### config.mk
export PLATFORM = sky130hd
export DESIGN_NAME = rdma_rx_arbiter
export DESIGN_NICKNAME = d
export VERILOG_FILES = /design/src/rtl/rdma_rx_arbiter.sv
export SDC_FILE = /design/constraint.sdc
export NUM_CORES = 1
export LEC_CHECK = 0
export CORE_AREA = 2 2 637 639
export CTS_CLUSTER_DIAMETER = 80
export DETAILED_ROUTE_END_ITERATION = 12
export DIE_AREA = 0 0 639 641
export PLACE_DENSITY = 0.3
export SYNTH_ARGS = -nofsm -noshare
export SYNTH_HDL_FRONTEND = slang
export SYNTH_SLANG_ARGS = --single-unit
### constraint.sdc
create_clock -name clk -period 1.4 [get_ports clk]
set_clock_uncertainty 0.15 [all_clocks]
set_input_delay 0.14 -clock clk [delete_from_list [all_inputs] [get_ports clk]]
set_output_delay 0.14 -clock clk [all_outputs]
set_load 0.03 [all_outputs]
### src/rtl/rdma_rx_arbiter.sv
// Purpose     : packet-atomic 2:1 AXI-Stream arbiter feeding one RX consumer.
// Latency     : zero-cycle data path while granted; one IDLE bubble cycle between packets.
// Backpressure: M_AXIS_TREADY passes straight to the granted source; the other source sees TREADY=0.
//
// Ports
//   clk, reset                          clock, synchronous active-high reset
//   S0_AXIS_{TDATA,TVALID,TLAST,TREADY} upstream source 0
//   S1_AXIS_{TDATA,TVALID,TLAST,TREADY} upstream source 1
//   M_AXIS_{TDATA,TVALID,TLAST,TREADY}  downstream consumer (packet/cycle-ID extractor)
//   grant                               current / most recent winner (0 = S0, 1 = S1)
//   busy                                high while a packet is being forwarded
//   s0_pkt_count, s1_pkt_count          forwarded packet counters
//
// Optional feature macro: ARB_STATS_EN
//   defined   -> per-source packet counters, incremented on every forwarded TLAST beat,
//                wrapping at 2^CNTW, cleared only by reset
//   undefined -> counter logic omitted, s0_pkt_count / s1_pkt_count tied to zero
//
// Parameters
//   DW         TDATA width
//   CNTW       packet counter width
//   FIXED_PRIO 0 = round-robin between the sources, 1 = S0 always wins a tie

module rdma_rx_arbiter #(
    parameter int DW         = 512,
    parameter int CNTW       = 32,
    parameter int FIXED_PRIO = 0
) (
    input  logic            clk,
    input  logic            reset,

    input  logic [DW-1:0]   S0_AXIS_TDATA,
    input  logic            S0_AXIS_TVALID,
    input  logic            S0_AXIS_TLAST,
    output logic            S0_AXIS_TREADY,

    input  logic [DW-1:0]   S1_AXIS_TDATA,
    input  logic            S1_AXIS_TVALID,
    input  logic            S1_AXIS_TLAST,
    output logic            S1_AXIS_TREADY,

    output logic [DW-1:0]   M_AXIS_TDATA,
    output logic            M_AXIS_TVALID,
    output logic            M_AXIS_TLAST,
    input  logic            M_AXIS_TREADY,

    output logic            grant,
    output logic            busy,
    output logic [CNTW-1:0] s0_pkt_count,
    output logic [CNTW-1:0] s1_pkt_count
);

    localparam logic [0:0] ST_IDLE = 1'b0;
    localparam logic [0:0] ST_XFER = 1'b1;

    logic [0:0] state;
    logic       grant_q;
    logic       busy_q;
    logic       last_grant_q;   // winner of the previous packet, drives round-robin tie-break
    logic       winner;
    logic       any_req;
    logic       beat;
    logic       eop;

    // ------------------------------------------------------------------
    // Arbitration: a lone requester wins outright; on a tie the source
    // that did not win last time goes next (or S0 when priority is fixed).
    // ------------------------------------------------------------------
    assign any_req = S0_AXIS_TVALID | S1_AXIS_TVALID;

    always_comb begin
        winner = 1'b0;
        if (S0_AXIS_TVALID && S1_AXIS_TVALID) begin
            winner = (FIXED_PRIO != 0) ? 1'b0 : ~last_grant_q;
        end else if (S1_AXIS_TVALID) begin
            winner = 1'b1;
        end
    end

    // ------------------------------------------------------------------
    // Data path: pure combinational mux while in XFER. In IDLE the master
    // side is quiet and both sources are held off, so nothing can slip
    // through during the arbitration bubble.
    // ------------------------------------------------------------------
    always_comb begin
        M_AXIS_TDATA   = '0;
        M_AXIS_TVALID  = 1'b0;
        M_AXIS_TLAST   = 1'b0;
        S0_AXIS_TREADY = 1'b0;
        S1_AXIS_TREADY = 1'b0;
        if (state == ST_XFER) begin
            if (grant_q) begin
                M_AXIS_TDATA   = S1_AXIS_TDATA;
                M_AXIS_TVALID  = S1_AXIS_TVALID;
                M_AXIS_TLAST   = S1_AXIS_TLAST;
                S1_AXIS_TREADY = M_AXIS_TREADY;
            end else begin
                M_AXIS_TDATA   = S0_AXIS_TDATA;
                M_AXIS_TVALID  = S0_AXIS_TVALID;
                M_AXIS_TLAST   = S0_AXIS_TLAST;
                S0_AXIS_TREADY = M_AXIS_TREADY;
            end
        end
    end

    // A beat is a handshake on the granted source, which is the same as a
    // handshake on the master port because the mux is transparent.
    assign beat = M_AXIS_TVALID & M_AXIS_TREADY;
    assign eop  = beat & M_AXIS_TLAST;

    // ------------------------------------------------------------------
    // Control FSM. The grant is only re-evaluated in IDLE, so a granted
    // source that stalls mid-packet keeps the consumer for as long as it
    // takes; there is deliberately no timeout.
    // ------------------------------------------------------------------
    always_ff @(posedge clk) begin
        if (reset) begin
            state        <= ST_IDLE;
            grant_q      <= 1'b0;
            busy_q       <= 1'b0;
            last_grant_q <= 1'b1;   // makes S0 the first winner of an initial tie
        end else begin
            case (state)
                ST_IDLE: begin
                    if (any_req) begin
                        grant_q <= winner;
                        busy_q  <= 1'b1;
                        state   <= ST_XFER;
                    end
                end
                ST_XFER: begin
                    if (eop) begin
                        last_grant_q <= grant_q;
                        busy_q       <= 1'b0;
                        state        <= ST_IDLE;
                    end
                end
                default: begin
                    state  <= ST_IDLE;
                    busy_q <= 1'b0;
                end
            endcase
        end
    end

    assign grant = grant_q;
    assign busy  = busy_q;

    // ------------------------------------------------------------------
    // Optional per-source packet statistics.
    // ------------------------------------------------------------------
`ifdef ARB_STATS_EN
    logic [CNTW-1:0] s0_cnt_q;
    logic [CNTW-1:0] s1_cnt_q;

    // Counters wrap naturally at 2^CNTW; only reset clears them.
    always_ff @(posedge clk) begin
        if (reset) begin
            s0_cnt_q <= '0;
            s1_cnt_q <= '0;
        end else if (eop) begin
            if (grant_q) begin
                s1_cnt_q <= s1_cnt_q + CNTW'(1);
            end else begin
                s0_cnt_q <= s0_cnt_q + CNTW'(1);
            end
        end
    end

    assign s0_pkt_count = s0_cnt_q;
    assign s1_pkt_count = s1_cnt_q;
`else
    assign s0_pkt_count = '0;
    assign s1_pkt_count = '0;
`endif

endmodule

Word-level counts from Yosys, hierarchy flattened. Index checks and enable logic that the tools add are counted. Widths: inputs -> output; s select.

Multiplexer cells: 18. Bitwise gates (word level): 5. Equal/unequal tests: 2. Reduce and logical (&&, ||, !) cells: 4.

Operators by type and width (number): $mux 512 (2); $mux 1 (14); $reduce_and 2->1 (3); $pmux 1 s2 (2); $and 1x1->1 (2); $ne 2x1->1 const B (1); $ne 2x2->1 const B (1); $not 1->1 (2); $logic_and 1x1->1 (1); $or 1x1->1 (1).

Bits in registers: 4. Input bits: 1031. Output and inout port bits: 582.

Depth between registers and ports, before layout.
Depth in word-level cells: 6. Mapped depth: 6. Depth with buffers taken out: 3.

Least setup slack after synthesis. No wires, ideal clock.

Path kind: flip-flop to output port. Start: register grant_q, in the netlist grant. End: output M_AXIS_TDATA[501]. Path slack: -0.665 ns. Data arrival time: 1.775 ns. Cell stages (with the launch flop): 7. Path buffers: 4. Cell sequence: dfxtp_1 buf_2 buf_4 buf_4 buf_2 mux2i_1 nor2b_1.

Longest elaborated chain between the ends: 2.

RTL lines: from (decl) (line 57) `logic grant_q;`; from (signal assigned) (line 126) `grant_q <= winner;`; $mux 512 (line 92) `if (grant_q) begin`; $mux 512 (line 91) `if (state == ST_XFER) begin`; to (decl) (line 42) `output logic [DW-1:0] M_AXIS_TDATA,`.

Every way passes these cells.

Worst setup path in the final report.
Start: register grant_q, in the netlist grant. End: output M_AXIS_TDATA[92].

The elaborated chain is that of the path after synthesis.

==> flow_metrics.tcl <==
set metrics [dict create \
    status "finished, violations left" \
    violations "negative setup slack" \
    slowest_stage "dfxtp_4" \
    finalWorstSetupSlack_ns -0.7340 \
    rr_worst_depth 8 \
    period_needed_ns 2.134 \
    track_usage_pct 15.59 \
    area_growth_pct 329.2 \
    dieArea_um2 409600 \
    hold_path.class "reg2reg" \
    slew_violations 0 \
    p_leak_nw 13.48 \
    dieWidth_um 639 \
    endpoint_kind "output pin" \
    cp_top_family "buffers and inverters" \
    start_util_pct 2.373 \
    reg2reg_from "grant$_SDFFE_PP0P_" \
    ioPinCount 1613 \
    cp.arrival_ns 1.84 \
    ir_drop_v 0.0003278 \
    nets 3972 \
    worst-r2r-setup-slack_ns -0.63 \
    drc_errors 0 \
    holdWs_ns 0.3744 \
    clk_path_buf_depth 2 \
    synthTopCellsByArea "mux2i_1, nor2b_1, buf_4" \
    wl_per_cell_um 40.34 \
    internal-power_mw 9.255 \
    layout-drive-gt1-share_pct 47.86 \
    r2r_end "last_grant_q$_SDFFE_PP1P_" \
    tns_ns -301.89 \
    drt-initial-drc-count 765 \
    syn-instance-count 1230 \
    mostFrequentLayoutCells "clkdlybuf4s50_1, buf_12, nor2b_2" \
    via_count 18930 \
    hold_depth 2 \
    place_hpwl_um 318800 \
    ys_seq_area_share_pct 0.8393 \
    wirelength_um 336100 \
    antenna_found_initial 562 \
    p_sw_mw 7.832 \
    max_freq_ghz 0.4686 \
    core_area_um2 402000 \
    post-route-cell-area_um2 40940 \
    path_clk_slew_ns 0.03 \
    final-hold-violation-count 0 \
    seq_power_share_pct 0.8 \
    min_period_over_period_pct 152.4 \
    cts_max_level 1 \
    cp_cell_sequence "buf_6, buf_12, buf_16, buf_16, mux2i_4, nor2b_2, buf_12" \
    ant_nets 0 \
    gp_congestion 0.9098 \
    start_kind "flop" \
    required_ns 1.11 \
    crit_type "reg2out" \
    drv_cap 0 \
    cts_made_buffers 3 \
    swShare_pct 45.84 \
    gr-total-overflow 0 \
    worstSkewPairLatency_ns 0.23 \
    synth.distinct_cells 18 \
    grt_max_degree 54 \
    setup-violations-final 521 \
    mostFrequentLayoutCell "clkdlybuf4s50_1" \
    yosys_warnings 0 \
    holdPathEnd "last_grant_q$_SDFFE_PP1P_" \
    slowest_delay_ns 0.39 \
    combinationalPowerShare_pct 96.5 \
    ys_seq_elements 4 \
    root_buffer "clkbuf_16" \
    grt_pass1_wl_um 369600 \
    cp_num_buf_inv 5 \
    avgSynthCellArea_um2 7.756 \
    clock_sinks 4 \
    die_h_um 641 \
    io_buffers 1548 \
    yosysTopAreaCell "mux2i_1" \
    post-route-util_pct 10.18 \
    viasPerCell 2.273 \
    cts_tree "yes" \
    grt_pass1_vias 17600 \
    p_per_area_nw_per_um2 417.3 \
    min_from "last_grant_q$_SDFFE_PP1P_" \
    synthesis.area_um2 9540 \
    drtPass1Iterations 5 \
    cp_max_fo 7 \
    finalPower_mw 17.09 \
    rsz0062_at_grt "true" \
    p_clk_share_pct 2.7 \
    netlist.area_leader.share_pct 54.03 \
    dpl_cell_area_um2 36600 \
    rows 233 \
]
## per-stage QoR
| stage | cells | setup slack (ns) |
|---|---|---|
| 2_1_floorplan | 1293 | -0.4485 |
| 3_3_place_gp | 8136 | -0.7705 |
| 3_5_place_dp | 8136 | -0.7494 |
| 4_1_cts | 8184 | -0.7282 |
| 5_1_grt | 8271 | -0.7662 |
| 6_report | 8330 | -0.7340 |
## layout make-up
| cell class | instances | area, um2 |
|---|---|---|
| well taps | 5287 | 6615 |
| flip-flops and latches | 4 | 87.58 |
| diodes | 103 | 257.7 |
| clock buffers | 4 | 78.83 |
| repair buffers | 1823 | 22080 |
| inverters | 1 | 3.754 |
| fillers | 46157 | 361100 |
| multi-input cells | 1108 | 11820 |
## power by group through the flow
stage | clock (mW) | combinational (mW) | sequential (mW)
6_report | 0.460 | 16.5 | 0.135
5_1_grt | 0.480 | 17.1 | 0.137
4_1_cts | 0.469 | 15.9 | 0.136
3_5_place_dp | 0 | 15.0 | 0.137
3_3_place_gp | 0 | 15.0 | 0.137
2_1_floorplan | 0 | 5.36 | 0.137
## flip-flops by register name, summed over array words and instances, names as in the netlist
signal,cells
state,1
last_grant_q,1
grant,1
busy,1
## worst max path at each step
stage,start,to,cells after the start
after CTS,grant$_SDFFE_PP0P_,M_AXIS_TDATA[399],5
final,grant$_SDFFE_PP0P_,M_AXIS_TDATA[92],7
after global routing,grant$_SDFFE_PP0P_,M_AXIS_TDATA[475],7
after global placement,grant$_SDFFE_PP0P_,M_AXIS_TDATA[449],6
after detailed placement,grant$_SDFFE_PP0P_,M_AXIS_TDATA[449],6
after floorplan,grant$_SDFFE_PP0P_,M_AXIS_TDATA[422],5
## worst register-to-register path, stage by stage, from the launching register on
cell	delay, ns
dfxtp_4	0.39
buf_12	0.17
buf_12	0.25
buf_6	0.12
mux2i_1	0.06
buf_4	0.19
nor4b_2	0.27
buf_4	0.17
mux2i_1	0.19
## kinds of logic after synthesis
logic type	Yosys count	share of synthesized area [%]
and+or+nand+nor	526	34.41
muxes	515	54.03
buffers and inverters	181	10.48
DFF	4	0.8394
AOI/OAI and AO/OA	3	0.1966
other	1	0.03931
## repair_timing
| action | 4_1_cts | 5_1_grt |
|---|---|---|
| hold buffers | 0 | 0 |
| gates resized for setup | 262 | 302 |
| endpoints found under the hold margin | 0 | 0 |
| endpoints found under the setup margin | 520 | 520 |
| buffers inserted | 33 | 34 |
| gates cloned | 13 | 17 |
## cell usage after synthesis
library cell  count
mux2i_1         515
nor2b_1         514
buf_4            69
clkbuf_1         62
buf_2            49
dfxtp_1           4
nor2_1            4
nand2_1           2
nor3_1            2
a21oi_1           1
and3_1            1
conb_1            1
inv_1             1
nand2b_1          1
nand3b_1          1
nor4b_2           1
o21ai_0           1
o32ai_1           1
## layer usage
layer / global-route usage (%) / vias up / routed length (um)
met2: 29.45 / 1769 / 172300
met1: 14.19 / 8301 / 102200
li1: - / 7612 / -
met5: 0 / - / 1965
met3: 10.48 / 960 / 51700
met4: 1.122 / 288 / 7951
(Power assumes the default switching activity.)
